--- src/rtl/topo_spawn_scheduler_pkg.sv ---
// Shared definitions for the mole-spawn scheduler: FSM encodings, level limits
// and default game timing.
package topo_spawn_scheduler_pkg;

  typedef enum logic [2:0] {
    IDLE      = 3'd0,
    WAIT_GAP  = 3'd1,
    SPAWN     = 3'd2,
    VISIBLE   = 3'd3,
    GAME_OVER = 3'd4
  } stateT;

  localparam int LVL_MIN = 1;
  localparam int LVL_MAX = 4;

  localparam int DEF_TICK_DIV   = 25000000;
  localparam int DEF_GAP_TICKS  = 2;
  localparam int DEF_BASE_TICKS = 8;
  localparam int DEF_STEP_TICKS = 2;
  localparam int DEF_MAX_MISSES = 3;

  // Level values outside 1..4 snap to the nearest playable level.
  function automatic logic [2:0] clampLevel(input logic [2:0] lvl);
    if (int'(lvl) < LVL_MIN) return 3'(LVL_MIN);
    if (int'(lvl) > LVL_MAX) return 3'(LVL_MAX);
    return lvl;
  endfunction

endpackage

--- src/rtl/topo_spawn_scheduler_tick_prescaler.sv ---
// Game-tick prescaler: counts 0..TICK_DIV-1 while enabled and flags the last
// count as a tick; a synchronous clear restarts the tick period.
module topo_spawn_scheduler_tick_prescaler #(
  parameter int TICK_DIV = 25000000
) (
  input  logic Clock,
  input  logic Reset,
  input  logic iClear,
  input  logic iCount,
  output logic oTick
);

  localparam int CW = $clog2(TICK_DIV);
  localparam logic [CW-1:0] LAST = CW'(TICK_DIV - 1);

  logic [CW-1:0] count;

  always_ff @(posedge Clock) begin
    if (Reset || iClear) begin
      count <= '0;
    end else if (iCount) begin
      count <= (count == LAST) ? '0 : count + 1'b1;
    end
  end

  assign oTick = iCount && (count == LAST);

endmodule

--- src/rtl/topo_spawn_scheduler.sv ---
// Whack-a-mole spawn controller: paces mole appearances, picks the cell, times
// how long each mole stays up, and tallies misses until game over.
module topo_spawn_scheduler
  import topo_spawn_scheduler_pkg::*;
#(
  parameter int TICK_DIV   = DEF_TICK_DIV,
  parameter int GAP_TICKS  = DEF_GAP_TICKS,
  parameter int BASE_TICKS = DEF_BASE_TICKS,
  parameter int STEP_TICKS = DEF_STEP_TICKS,
  parameter int MAX_MISSES = DEF_MAX_MISSES
) (
  input  logic       Clock,
  input  logic       Reset,
  input  logic       iEnable,
  input  logic [2:0] iLevel,
  input  logic [3:0] iRand,
  input  logic       iHit,
  output logic       oPonerTopo,
  output logic [3:0] oCelda,
  output logic       oTopoActivo,
  output logic       oMiss,
  output logic [1:0] oMissCount,
  output logic       oGameOver
);

  // Handshake: none; oPonerTopo and oMiss are single-cycle strobes, all other
  // outputs are levels held until the FSM changes them.

  stateT       state;
  logic [15:0] tickCount;
  logic [15:0] visTicks;
  logic [3:0]  prevCell;
  logic        prevValid;
  logic        hitQ;

  logic        tick;
  logic        inCount;
  logic        hitEdge;
  logic        gapDone;
  logic        timeout;
  logic        preClear;
  logic [15:0] visNext;
  logic [3:0]  cellNext;
  logic [1:0]  missInc;

  assign inCount  = (state == WAIT_GAP) || (state == VISIBLE);
  assign hitEdge  = iHit && !hitQ;
  assign gapDone  = tick && (tickCount == 16'(GAP_TICKS - 1));
  assign timeout  = tick && (tickCount == visTicks - 16'd1);
  // Leaving VISIBLE straight into WAIT_GAP must restart the tick period too.
  assign preClear = !inCount || ((state == VISIBLE) && (hitEdge || timeout));

  assign visNext  = 16'(BASE_TICKS - (int'(clampLevel(iLevel)) - LVL_MIN) * STEP_TICKS);
  assign cellNext = (prevValid && (iRand == prevCell)) ? iRand + 4'd1 : iRand;
  assign missInc  = (oMissCount == 2'(MAX_MISSES)) ? oMissCount : oMissCount + 2'd1;

  topo_spawn_scheduler_tick_prescaler #(
    .TICK_DIV(TICK_DIV)
  ) uPrescaler (
    .Clock (Clock),
    .Reset (Reset),
    .iClear(preClear),
    .iCount(inCount),
    .oTick (tick)
  );

  always_ff @(posedge Clock) begin
    if (Reset) begin
      state       <= IDLE;
      tickCount   <= '0;
      visTicks    <= '0;
      prevCell    <= '0;
      prevValid   <= 1'b0;
      hitQ        <= 1'b0;
      oPonerTopo  <= 1'b0;
      oCelda      <= '0;
      oTopoActivo <= 1'b0;
      oMiss       <= 1'b0;
      oMissCount  <= '0;
      oGameOver   <= 1'b0;
    end else begin
      hitQ       <= iHit;
      oPonerTopo <= 1'b0;
      oMiss      <= 1'b0;

      if (preClear) begin
        tickCount <= '0;
      end else if (tick) begin
        tickCount <= tickCount + 16'd1;
      end

      if ((state != GAME_OVER) && !iEnable) begin
        state       <= IDLE;
        oTopoActivo <= 1'b0;
      end else begin
        case (state)
          IDLE: state <= WAIT_GAP;
          WAIT_GAP: begin
            if (gapDone) state <= SPAWN;
          end
          SPAWN: begin
            state       <= VISIBLE;
            oCelda      <= cellNext;
            oPonerTopo  <= 1'b1;
            oTopoActivo <= 1'b1;
            prevCell    <= cellNext;
            prevValid   <= 1'b1;
            visTicks    <= visNext;
          end
          VISIBLE: begin
            // A hit in the timeout cycle still counts as a hit.
            if (hitEdge) begin
              oTopoActivo <= 1'b0;
              state       <= WAIT_GAP;
            end else if (timeout) begin
              oMiss       <= 1'b1;
              oMissCount  <= missInc;
              oTopoActivo <= 1'b0;
              if (missInc == 2'(MAX_MISSES)) begin
                state     <= GAME_OVER;
                oGameOver <= 1'b1;
              end else begin
                state <= WAIT_GAP;
              end
            end
          end
          GAME_OVER: begin
            oGameOver   <= 1'b1;
            oTopoActivo <= 1'b0;
          end
          default: state <= IDLE;
        endcase
      end
    end
  end

endmodule

--- config.mk ---
export PLATFORM = sky130hd
export DESIGN_NAME = topo_spawn_scheduler
export DESIGN_NICKNAME = d
export VERILOG_FILES = /design/src/rtl/topo_spawn_scheduler_pkg.sv /design/src/rtl/topo_spawn_scheduler_tick_prescaler.sv /design/src/rtl/topo_spawn_scheduler.sv
export SDC_FILE = /design/constraint.sdc
export NUM_CORES = 1
export LEC_CHECK = 0
export CORE_MARGIN = 2
export CORE_UTILIZATION = 63
export DETAILED_ROUTE_END_ITERATION = 7
export PLACE_DENSITY = 0.8
export SYNTH_ARGS = -nofsm -noshare
export SYNTH_HDL_FRONTEND = slang
export SYNTH_HIERARCHICAL = 1
export SYNTH_SLANG_ARGS = --single-unit
--- constraint.sdc ---
create_clock -name Clock -period 6 [get_ports Clock]
set_clock_uncertainty 0.1 [all_clocks]
set_input_delay 1.2 -clock Clock [delete_from_list [all_inputs] [get_ports Clock]]
set_output_delay 1.2 -clock Clock [all_outputs]
set_load 0.03 [all_outputs]
==> results.toml, run 1 <==
[sta]
tns_ns = 0
setup_viol = 0
worst-slew-pin-transition_ns = 0.9942
layout_setup_ws_ns = 1.783
slew_violations = 0
rsz0062_at_grt = "false"
fin_crit_ns = 4.217
min_period_over_period = 0.7028
timing_hold_violations_final = 0
max_clock_freq_ghz = 0.2372
timing.max_slew.rel_slack = 0.3328

[power_and_ir_drop]
p_leak_uw = 0.001124
ir_drop_mv = 0.1455
cellPowerDensity_nw_per_um2 = 218.1

[layout]
post_layout_nets = 410
antennaDiodeCount = 0
syn_to_final_growth_pct = 12.86
fillers = 381
most_frequent_standard_cell_in_the_layout_excluding_fill_and_tap_cells = "sky130_fd_sc_hd__dfxtp_1"
layout-drive-gt1-share = 0.07125
layout.cells.most_common_list = "sky130_fd_sc_hd__dfxtp_1 (60), sky130_fd_sc_hd__nor2_1 (51), sky130_fd_sc_hd__xnor2_1 (28), sky130_fd_sc_hd__nand2_1 (26), sky130_fd_sc_hd__clkdlybuf4s50_1 (20)"

[synthesis]
netlist_instances = 371
synthDistinctLibCells = 49
edff_count_synth = 0
syn-cell-area_um2 = 3142
flip_flop_cell_with_the_highest_count_after_synthesis = "sky130_fd_sc_hd__dfxtp_1"
yosysWarnings = 6
synth_async_sr_flop_share = 0
synth_seq_area_share = 0.3823
synth_nets = 393
synth-seq-cells = 60
syn_area_per_cell_um2 = 8.468

[critical_path]
critical-path-top-cell-by-count = "sky130_fd_sc_hd__nor2_1"
critPathArrivalTime_ns = 4.34
worstSetupEndpointType = "register"
critical-path-slowest-cell = "sky130_fd_sc_hd__nor3_1"
regToRegStartpoint = "state[0]$_SDFFE_PP0P_"
max_stage_delay_ns = 0.69
path_class = "register to register"
cp_data_required_time_ns = 6.12
crit_path_start_kind = "register"
critical_path_peak_fanout = 24
cp_startpoint = "state[0]$_SDFFE_PP0P_"
path_cells = "nor2b_1 -> nand4_2 -> or2_2 -> nor3_1 -> nand2_1 -> nor4_2 -> o211ai_2 -> nor2_1 -> o21a_1 -> nor2_1 -> o31ai_2 -> buf_4 -> nor2_1"

[global_routing]
grt_max_degree = 25
antenna_found_initial = 0
grt_overflow_total = 0
grt_pass1_wl_mm = 10.27
gr-usage-all-layers = 0.2435
grt_pass1_vias = 2397

[floorplanning]
die_area_um2 = 5568
effective_utilization_at_floorplan = 0.6608
die_h_um = 74.62
num_io_pins = 21
coreArea_um2 = 4755
die-width_um = 74.62
number_of_rows_created_at_floorplan = 25

[drt]
drt_first_iter_violations = 132
route.vias.total = 2604
post-route-drc-count = 0
viasPerCell = 5.661
firstDrtPassIters = 4
wl_per_cell_um = 13.45
antenna_left = 0
wirelength_mm = 6.189

[cts]
cts_hold_repair.buffers = 0
tritoncts.num_buffers = 9
tritoncts_num_sinks = 60
postCtsSetupBuffers = 0
register_clock_pin_slew_on_the_reported_worst_setup_and_hold_paths_ns = 0.07
post_cts_resized = 0
tritoncts = "built"
cts.path.max_buffers = 2
cts-htree-levels = 3
cts_root_buf = "sky130_fd_sc_hd__clkbuf_8"
clkLatencyLatePin_ns = 0.33

[place]
port_buffers = 20
gp_routability_congestion = 0.9153
post-dp-hpwl_mm = 4.487
worst_setup_slack_post_dpl_ns = 1.793

[flow_run]
max-cap-violations = 0

[worst_hold_path]
hold_path_class = "register to register"
min_from = "uPrescaler/count[20]$_SDFFE_PP0P_"

[status]
outcome = "finished, final reports clean"
-- flip-flops by register name, indices dropped and copies added, names as in the netlist --
register,count
hitQ,1
oGameOver,1
oMiss,1
oMissCount,2
oPonerTopo,1
oTopoActivo,1
prevCell,4
prevValid,1
state,3
tickCount,16
uPrescaler/count,25
visTicks,4
-- critical path: cells and delay by family, from the launching register on --
family	cells	cell delay (ns)
buffers and inverters	1	0.30
AO/OA/AOI/OAI	3	0.45
flip-flops	1	0.51
AND/OR/NAND/NOR	9	2.75
-- per-layer routing --
metal / track usage / wire length (um)
met1: 0.3032 / 2839
met2: 0.3874 / 2902
met3: 0.05489 / 306
met4: 0.1448 / 140
met5: 0 / 0
-- synth_stat cells (2+ instances only) --
| master | number | area (um^2) |
|---|---|---|
| sky130_fd_sc_hd__nor3_2 | 2 | 20.02 |
| sky130_fd_sc_hd__o21ai_0 | 10 | 50.05 |
| sky130_fd_sc_hd__nand2_1 | 26 | 97.59 |
| sky130_fd_sc_hd__or3_1 | 2 | 12.51 |
| sky130_fd_sc_hd__or2_2 | 2 | 12.51 |
| sky130_fd_sc_hd__xor2_1 | 19 | 166.4 |
| sky130_fd_sc_hd__buf_2 | 2 | 10.01 |
| sky130_fd_sc_hd__mux2i_1 | 3 | 30.03 |
| sky130_fd_sc_hd__dfxtp_1 | 60 | 1201 |
| sky130_fd_sc_hd__xnor2_1 | 28 | 245.2 |
| sky130_fd_sc_hd__nor4b_1 | 4 | 35.03 |
| sky130_fd_sc_hd__nand3b_1 | 2 | 15.01 |
| sky130_fd_sc_hd__and3_1 | 4 | 25.02 |
| sky130_fd_sc_hd__nor4_2 | 2 | 25.02 |
| sky130_fd_sc_hd__nor2b_1 | 5 | 31.28 |
| sky130_fd_sc_hd__nor3_1 | 14 | 70.07 |
| sky130_fd_sc_hd__a21oi_1 | 15 | 75.07 |
| sky130_fd_sc_hd__nand4_1 | 14 | 87.58 |
| sky130_fd_sc_hd__or4_1 | 10 | 75.07 |
| sky130_fd_sc_hd__o31ai_1 | 8 | 60.06 |
| sky130_fd_sc_hd__nor4_1 | 8 | 50.05 |
| sky130_fd_sc_hd__a211oi_1 | 6 | 45.04 |
| sky130_fd_sc_hd__o21a_1 | 3 | 22.52 |
| sky130_fd_sc_hd__nand2b_1 | 4 | 25.02 |
| sky130_fd_sc_hd__nor2_1 | 51 | 191.4 |
| sky130_fd_sc_hd__clkbuf_1 | 10 | 37.54 |
| sky130_fd_sc_hd__inv_1 | 13 | 48.80 |
| sky130_fd_sc_hd__ha_1 | 11 | 137.6 |
| sky130_fd_sc_hd__nand3_1 | 13 | 65.06 |
-- power breakdown --
part | leakage, uW | switching [uW] | total [uW] | internal [uW]
clock | 0.0000961 | 154 | 325 | 171
combinational | 0.000544 | 24.3 | 44.3 | 20.0
sequential | 0.000484 | 3.07 | 404 | 401
total | 0.00112 | 182 | 774 | 592
-- metrics by stage --
stage	util	cell area (um^2)	total power [uW]	hold WS (ns)	std cells
detailed placement	0.7082	3367	456.7	0.3650	444
floorplan	-	3142	442.0	0.3402	371
global placement	0.7082	3367	456.2	0.3524	444
finish	0.7458	3546	773.5	0.3756	460
global route	0.7458	3546	802.1	0.4222	460
CTS	0.7458	3546	781.6	0.3781	460
-- path summary, 6_finish.rpt --
path | slack [ns] | endpoint | cells past startpoint
worst min register to register | 0.38 | uPrescaler/count[20]$_SDFFE_PP0P_ | 2
worst max-delay path | 1.78 | uPrescaler/count[7]$_SDFFE_PP0P_ | 13
worst max register to register | 1.78 | uPrescaler/count[7]$_SDFFE_PP0P_ | 13
worst min-delay path | 0.38 | uPrescaler/count[20]$_SDFFE_PP0P_ | 2
-- cell type report --
cell class                 count  area [um^2]  area share
multi-input combinational    283         1826      0.5148
sequential                    60         1201      0.3387
timing repair buffer          21        207.7     0.05857
clock buffer                  12        155.1     0.04375
tap                           67        83.83     0.02364
inverter                      13        48.80     0.01376
clock inverter                 4        23.77    0.006704
-- cells by family after synthesis --
| family | Yosys count | share of synthesized area |
|---|---|---|
| AO/OA/AOI/OAI | 52 | 0.1071 |
| AND/OR/NAND/NOR | 169 | 0.2843 |
| multiplexers | 4 | 0.01314 |
| buffers and inverters | 28 | 0.03823 |
| flip-flops | 60 | 0.3823 |
| XOR/XNOR | 47 | 0.1310 |
| adder cells (fa/ha/maj) | 11 | 0.04381 |
Power figures use the tool's default switching activity.
==> run 2: changes to the inputs <==
--- a/config.mk
+++ b/config.mk
@@ -6,9 +6,9 @@
 export NUM_CORES = 1
 export LEC_CHECK = 0
 export CORE_MARGIN = 2
-export CORE_UTILIZATION = 63
+export CORE_UTILIZATION = 59
 export DETAILED_ROUTE_END_ITERATION = 7
-export PLACE_DENSITY = 0.8
+export PLACE_DENSITY = 0.76
 export SYNTH_ARGS = -nofsm -noshare
 export SYNTH_HDL_FRONTEND = slang
 export SYNTH_HIERARCHICAL = 1
==> constraint.sdc (replaced) <==
create_clock -name Clock -period 4.34 [get_ports Clock]
set_clock_uncertainty 0.1 [all_clocks]
set_input_delay 0.868 -clock Clock [delete_from_list [all_inputs] [get_ports Clock]]
set_output_delay 0.868 -clock Clock [all_outputs]
set_load 0.03 [all_outputs]
==> results.toml, run 2 (synthesized netlist as in run 1, its figures left out) <==
[worst_hold_path]
hold_path_class = "register to register"

[layout]
post_layout_nets = 412
fillers = 440
layout.cells.most_common_list = "sky130_fd_sc_hd__dfxtp_1 (60), sky130_fd_sc_hd__nor2_1 (51), sky130_fd_sc_hd__xnor2_1 (28), sky130_fd_sc_hd__nand2_1 (26), sky130_fd_sc_hd__clkdlybuf4s50_1 (20)"
antennaDiodeCount = 0
multi_input_area_um2 = 1826
syn_to_final_growth_pct = 14.81
final_design_area_no_fill_um2 = 3607
finish.cell_count_without_fillers = 465
top_regs = "uPrescaler/count: 25 flops, tickCount: 16 flops"
most_frequent_standard_cell_in_the_layout_excluding_fill_and_tap_cells = "sky130_fd_sc_hd__dfxtp_1"
top_register = "uPrescaler/count"
area.sequential_um2 = 1201
layout-drive-gt1-share = 0.07848
largest_register_ff_count = 25

[cts]
cts.path.max_buffers = 2
register_clock_pin_slew_on_the_reported_worst_setup_and_hold_paths_ns = 0.06
postCtsSetupBuffers = 0
tritoncts.num_buffers = 9
tritoncts_num_sinks = 60
cts-htree-levels = 3
clkLatencyLatePin_ns = 0.35
tritoncts = "built"
cts_root_buf = "sky130_fd_sc_hd__clkbuf_8"
post_cts_resized = 0
cts_hold_repair.buffers = 0

[global_routing]
grt_overflow_total = 0
grt_pass1_vias = 2534
antenna_found_initial = 0
gr-usage-all-layers = 0.2303
grt_pass1_wl_mm = 11.07
grt_max_degree = 25

[place]
detailed_place.area_um2 = 3386
gp_routability_congestion = 0.9089
post-dp-hpwl_mm = 4.521
port_buffers = 20
cell_total_after_placement = 449

[sta]
slew_violations = 0
setup_viol = 0
max_clock_freq_ghz = 0.2691
fin_crit_ns = 3.716
timing.max_slew.rel_slack = 0.3751
whs_ns = 0.3797
rsz0062_at_grt = "false"
tns_ns = 0
worst-slew-pin-transition_ns = 0.9323
min_period_over_period = 0.8563
timing_hold_violations_final = 0

[drt]
wirelength_mm = 6.362
post-route-drc-count = 0
viasPerCell = 5.716
wl_per_cell_um = 13.68
firstDrtPassIters = 5
antenna_left = 0
route.vias.total = 2658
drt_first_iter_violations = 171

[floorplanning]
number_of_rows_created_at_floorplan = 26
coreArea_um2 = 5107
num_io_pins = 21
die-width_um = 76.97
die_h_um = 76.97
effective_utilization_at_floorplan = 0.6151
die_area_um2 = 5924

[critical_path]
crit_path_start_kind = "register"
critical-path-top-cell-by-count = "sky130_fd_sc_hd__nor2_1"
critical-path-slowest-cell = "sky130_fd_sc_hd__nor2b_1"
max_stage_delay_ns = 0.52
cp_data_required_time_ns = 4.47
path_cells = "nor2b_1 -> nand4_2 -> or2_2 -> nor3_1 -> buf_4 -> nand2_1 -> nor4_2 -> o211ai_2 -> nor2_1 -> o21a_1 -> nor2_1 -> o31ai_2 -> buf_4 -> nor2_1"
path_class = "register to register"
critical_path_peak_fanout = 24
worstSetupEndpointType = "register"
critPathArrivalTime_ns = 3.84

[flow_run]
max-cap-violations = 0

[power_and_ir_drop]
power.total_uw = 1167
ir_drop_mv = 0.2199
cellPowerDensity_nw_per_um2 = 323.5
p_leak_uw = 0.001149

[status]
outcome = "finished, final reports clean"
## run 2: cell count changes in the layout (fill, tap and decap cells not counted), sizes merged
cell and delta:
buf +2, bufinv +1, clkbuf +1, clkinv -3, clkinvlp +1
## run 2: worst paths after layout
path | start | to | slack (ns) | cells past startpoint
worst min-delay path | uPrescaler/count[20]$_SDFFE_PP0P_ | uPrescaler/count[20]$_SDFFE_PP0P_ | 0.38 | 2
worst max register to register | state[0]$_SDFFE_PP0P_ | uPrescaler/count[9]$_SDFFE_PP0P_ | 0.62 | 14
worst max-delay path | state[0]$_SDFFE_PP0P_ | uPrescaler/count[9]$_SDFFE_PP0P_ | 0.62 | 14
worst min register to register | uPrescaler/count[20]$_SDFFE_PP0P_ | uPrescaler/count[20]$_SDFFE_PP0P_ | 0.38 | 2
## run 2: metal layers
metal	part of all wire	vias to the layer above	track usage
li1	-	1355	-
met1	0.46	1249	0.2729
met2	0.49	41	0.3939
met3	0.031	13	0.04471
met4	0.021	0	0.1214
met5	0	-	0
## run 2: cell type report
cell class / count / share of cell area
Timing Repair Buffer: 23 / 0.06174
Inverter: 13 / 0.01353
Tap cell: 70 / 0.02428
Clock inverter: 3 / 0.01179
Sequential cell: 60 / 0.3330
Multi-Input combinational cell: 283 / 0.5061
Clock buffer: 13 / 0.04960
## run 2: critical path, delay by kind of cell (launching register included)
kind                   cells  cell delay [ns]
AND/OR/NAND/NOR            9             2.08
buffers and inverters      2             0.48
flip-flops                 1             0.49
AO/OA/AOI/OAI              3             0.44
## run 2: stage by stage
step,util,worst slack (ns)
after floorplan,-,1.049
after global placement,0.6629,0.7804
after detailed placement,0.6629,0.6288
after CTS,0.7063,0.6136
after global routing,0.7063,0.1339
final,0.7063,0.6237
## run 2: power breakdown
group	total [uW]	leakage, uW	internal [uW]	switching [uW]
sequential	558	0.000484	554	4.23
combinational	63.2	0.000553	28.5	34.8
clock	545	0.000112	327	219
